--- config.mk ---
export PLATFORM = sky130hd
export DESIGN_NAME = mydiv_seq
export DESIGN_NICKNAME = d
export VERILOG_FILES = /design/src/rtl/mydiv_seq.sv
export SDC_FILE = /design/constraint.sdc
export NUM_CORES = 1
export LEC_CHECK = 0
export CAP_MARGIN = 10
export CELL_PAD_IN_SITES_DETAIL_PLACEMENT = 0
export CELL_PAD_IN_SITES_GLOBAL_PLACEMENT = 2
export CORE_MARGIN = 5
export CORE_UTILIZATION = 40
export CTS_CLUSTER_DIAMETER = 30
export DETAILED_ROUTE_END_ITERATION = 6
export DONT_BUFFER_PORTS = 1
export GPL_ROUTABILITY_DRIVEN = 0
export HOLD_SLACK_MARGIN = 0.06
export PLACE_DENSITY = 0.9
export SETUP_SLACK_MARGIN = 0.5
export SYNTH_ARGS = -nofsm -noshare
export SYNTH_HDL_FRONTEND = slang
export SYNTH_SLANG_ARGS = --single-unit
--- constraint.sdc ---
create_clock -name clk -period 3.66 [get_ports clk]
set_input_delay 0 -clock clk [delete_from_list [all_inputs] [get_ports clk]]
set_output_delay 0 -clock clk [all_outputs]
set_load 0.01 [all_outputs]
--- src/rtl/mydiv_seq.sv ---
// mydiv_seq: sequential unsigned restoring divider, 2N/N -> N quotient, N remainder.
// One quotient bit per clock; zero-divisor and overflow resolve in one cycle.
module mydiv_seq #(
    parameter int N = 4
) (
    input  logic           clk,
    input  logic           rst,
    input  logic           start,
    input  logic [2*N-1:0] dividend,
    input  logic [N-1:0]   divisor,
    output logic           busy,
    output logic           done,
    output logic [N-1:0]   quotient,
    output logic [N-1:0]   remainder,
    output logic           div_by_zero,
    output logic           overflow
);

    localparam int CW = $clog2(N + 1);

    typedef enum logic [1:0] {
        S_IDLE,
        S_RUN,
        S_DONE
    } state_t;

    state_t         r_state;
    state_t         w_next;

    logic [N-1:0]   r_pr;
    logic [N-1:0]   r_q;
    logic [N-1:0]   r_div;
    logic [CW-1:0]  r_cnt;
    logic [N-1:0]   r_quot;
    logic [N-1:0]   r_rem;
    logic           r_dbz;
    logic           r_ovf;

    logic [N-1:0]   w_hi;
    logic           w_zero;
    logic           w_ovf;
    logic           w_err;
    logic           w_accept;
    logic           w_last;
    logic [N:0]     w_shr;
    logic [N:0]     w_trial;
    logic           w_ge;
    logic [N-1:0]   w_rn;
    logic [N-1:0]   w_qn;

    assign w_hi     = dividend[2*N-1:N];
    assign w_zero   = (divisor == '0);
    assign w_ovf    = !w_zero && (w_hi >= divisor);
    assign w_err    = w_zero || w_ovf;
    assign w_accept = start && ((r_state == S_IDLE) || (r_state == S_DONE));
    assign w_last   = (r_cnt == CW'(1));

    // One restoring step: shift {R,Q} left, try subtracting the divisor.
    always_comb begin
        w_shr   = {r_pr, r_q[N-1]};
        w_trial = w_shr - {1'b0, r_div};
        w_ge    = !w_trial[N];
        w_rn    = w_ge ? w_trial[N-1:0] : w_shr[N-1:0];
        w_qn    = {r_q[N-2:0], w_ge};
    end

    // State register
    always_ff @(posedge clk) begin
        if (rst) r_state <= S_IDLE;
        else     r_state <= w_next;
    end

    // Next-state logic
    always_comb begin
        w_next = S_IDLE;
        unique case (r_state)
            S_IDLE, S_DONE: begin
                if (start) w_next = w_err ? S_DONE : S_RUN;
                else       w_next = S_IDLE;
            end
            S_RUN:   w_next = w_last ? S_DONE : S_RUN;
            default: w_next = S_IDLE;
        endcase
    end

    // Status outputs decoded from state
    always_comb begin
        busy = 1'b0;
        done = 1'b0;
        unique case (r_state)
            S_RUN:   busy = 1'b1;
            S_DONE:  done = 1'b1;
            default: ;
        endcase
    end

    // Operand capture, iteration and result registers
    always_ff @(posedge clk) begin
        if (rst) begin
            r_pr   <= '0;
            r_q    <= '0;
            r_div  <= '0;
            r_cnt  <= '0;
            r_quot <= '0;
            r_rem  <= '0;
            r_dbz  <= 1'b0;
            r_ovf  <= 1'b0;
        end else if (w_accept) begin
            r_dbz <= w_zero;
            r_ovf <= w_ovf;
            r_div <= divisor;
            if (w_err) begin
                r_quot <= '1;
                r_rem  <= w_hi;
            end else begin
                r_pr  <= w_hi;
                r_q   <= dividend[N-1:0];
                r_cnt <= CW'(N);
            end
        end else if (r_state == S_RUN) begin
            r_pr  <= w_rn;
            r_q   <= w_qn;
            r_cnt <= r_cnt - CW'(1);
            if (w_last) begin
                r_quot <= w_qn;
                r_rem  <= w_rn;
            end
        end
    end

    assign quotient    = r_quot;
    assign remainder   = r_rem;
    assign div_by_zero = r_dbz;
    assign overflow    = r_ovf;

endmodule

==> impl_metrics.tcl <==
set metrics [dict create \
    worst_pin_slew_ps 1140 \
    syn-cell-area_um2 1500 \
    max_freq_ghz 0.400 \
    multiInputGateArea_um2 860 \
    power_frac_clock_pct 21.4 \
    required_ps 3800 \
    dpl.hpwl_um 2420 \
    cts_buffers 3 \
    start_util_pct 41.3 \
    die_area_um2 5070 \
    path_clk_slew_ps 100 \
    final_antenna_net_count 0 \
    synth.avg_cell_area_um2 8.87 \
    ys.warnings.count 0 \
    final.period_utilization_pct 68.3 \
    diodes 0 \
    syn_inst 169 \
    die-width_um 71.2 \
    post_drt_wl_per_cell_um 14.5 \
    synth_flop_cell "dfxtp_1" \
    ir_drop_v 0.000181 \
    grt_max_degree 30 \
    grt_pass1_vias 1242 \
    grt_pass1_wl_um 5800 \
    regArea_um2 541 \
    pwr_density_cell_nw_per_um2 470 \
    cap_viol_max_count 0 \
    fin_crit_ps 2500 \
    hold_ws_ps 74.7 \
    drv_slew 0 \
    drt_iter0_drc 58 \
    fillers 379 \
    dr.pass1.iters 4 \
    swShare_pct 35.2 \
    vias_per_cell 5.15 \
    coreArea_um2 3630 \
    grt_util_all_layers_pct 14.1 \
    yosys.area.top_type "dfxtp_1" \
    num_io_pins 27 \
    final_net_count 209 \
    setup_tns_ps 0 \
    clockRootBuffer "clkbuf_8" \
    grt_setup_unrepaired "no" \
    fin_skew_ps 3.50 \
    critical_path_arrival_ps 2640 \
    synth-edff-count 0 \
    post_cts_buffers 0 \
    clkSinkCount 27 \
    setup-violations-final 0 \
    synthDistinctLibCells 44 \
    synth_nets 195 \
    combPwrFrac_pct 33.7 \
    synthArstFlopShare_pct 0 \
    cts_tree "yes" \
    synth-seq-cells 27 \
    grt-ovfl-total 0 \
    ys_top_cells_by_area "dfxtp_1, ha_1, nor2_1" \
    power.internal_uw 526 \
    htree_levels 1 \
    drive_gt1_share_pct 12.6 \
    dieHeight_um 71.2 \
    synth_top_area_share_pct 36.1 \
    maxSlewHeadroom_pct 24.1 \
    cts_resized 0 \
    row_count 22 \
    cp-start-kind "register" \
    vias 1185 \
    hold_viol 0 \
    synth_seq_area_share_pct 36.1 \
    pwr-share-seq_pct 45.0 \
    status "completed" \
    p_leak_uw 0.000691 \
    wirelength_um 3330 \
    cts_buffer_depth 2 \
    portBuffers 0 \
    synthToLayoutAreaGrowth_pct 15.4 \
    clock_latency_ps 270 \
    drc 0 \
    cts_hold_buf 17 \
    min_path_type "in -> reg" \
    switchingPower_uw 286 \
    cp_max_fo 9 \
    antenna_found_initial 0 \
    worstSetupEndpointType "register" \
    crit_type "reg -> reg" \
]
==> power groups by stage <==
stage | registers [µW] | clock network, µW | logic [µW]
finish | 365 | 174 | 274
global route | 371 | 192 | 309
CTS | 366 | 178 | 276
detailed placement | 373 | 0 | 255
floorplan | 365 | 0 | 225
global placement | 372 | 0 | 245
==> placed cells by master, fill, tap and decap left out, types with 2 or more instances in the layout <==
cell / synthesis / routed
nor2_2: 2 / 2
xor2_1: 2 / 2
nor4_1: 2 / 2
a311oi_2: 3 / 3
inv_1: 14 / 14
nand2_1: 18 / 18
nand3b_1: 3 / 3
nor3_1: 5 / 5
and2b_1: 2 / 2
nor2_1: 26 / 26
a311oi_1: 2 / 2
clkbuf_8: 0 / 3
o211ai_1: 3 / 3
dfxtp_1: 27 / 27
dlygate4sd3_1: 0 / 17
ha_1: 10 / 10
o21ai_0: 2 / 2
a21oi_1: 12 / 12
nand2b_1: 4 / 4
==> Yosys cell counts (2+ instances only) <==
cell type  count
nand3b_1       3
dfxtp_1       27
o21ai_0        2
ha_1          10
nor2_1        26
a311oi_1       2
and2b_1        2
a311oi_2       3
nand2b_1       4
nor4_1         2
inv_1         14
nand2_1       18
xor2_1         2
o211ai_1       3
clkbuf_1       5
buf_6          2
nor2_2         2
a21oi_1       12
nor3_1         5
==> layer usage <==
metal | up-vias | global-route usage [%] | wire, µm
li1 | 602 | - | -
met1 | 558 | 18.3 | 1560
met2 | 21 | 22.7 | 1560
met3 | 4 | 4.07 | 188
met4 | 0 | 4.18 | 26
met5 | - | 0 | 0
==> sequential cells by signal (all words and copies together), names as in the netlist <==
signal and count:
r_cnt 3, r_q 4, r_state 2, div_by_zero 1
quotient 4, overflow 1, remainder 4, r_pr 4
r_div 4
==> worst max-delay path: stages, from the launching register on <==
cell      delay, ps
dfxtp_1         350
inv_1            60
ha_1            220
fa_1            380
nand2b_2        230
a21oi_4         200
xor2_4          300
mux2_4          330
mux2i_2         190
o22ai_1         100
==> worst paths after layout <==
kind,from,endpoint,slack [ps],cells past startpoint
max,r_q[3]$_SDFFE_PP0P_,remainder[3]$_SDFFE_PP0P_,1160,9
min,divisor[3],overflow$_SDFFE_PP0P_,70,3
max reg2reg,r_q[3]$_SDFFE_PP0P_,remainder[3]$_SDFFE_PP0P_,1160,9
min reg2reg,r_div[3]$_SDFFE_PP0P_,r_div[3]$_SDFFE_PP0P_,470,2
==> cell families after synthesis <==
logic type | share of synthesized area [%]
AOI/OAI and AO/OA | 17.6
xor gates and xnor gates | 3.01
adders and majority gates | 9.68
buffers and inverters | 6.59
DFF | 36.1
muxes | 1.92
and+or+nand+nor | 25.1
==> metrics by stage <==
step                      std cells  util (%)  setup WS [ps]  power, µW  instance area (µm²)
final                           230      47.6           1160        813                 1730
after global routing            230      47.6            998        872                 1730
after CTS                       230      47.6           1140        821                 1730
after detailed placement        209      41.6           1160        628                 1510
after global placement          209      41.6           1290        617                 1510
after floorplan                 169         -           1400        591                 1500
==> layout make-up <==
type | instances | area share [%]
multi-input combinational | 120 | 49.7
sequential | 27 | 31.3
timing repair buffer | 17 | 9.84
tap | 48 | 3.47
inverter | 14 | 3.04
clock buffer | 3 | 2.39
clock inverter | 1 | 0.289
No activity file was read; power rests on OpenSTA's default activity.
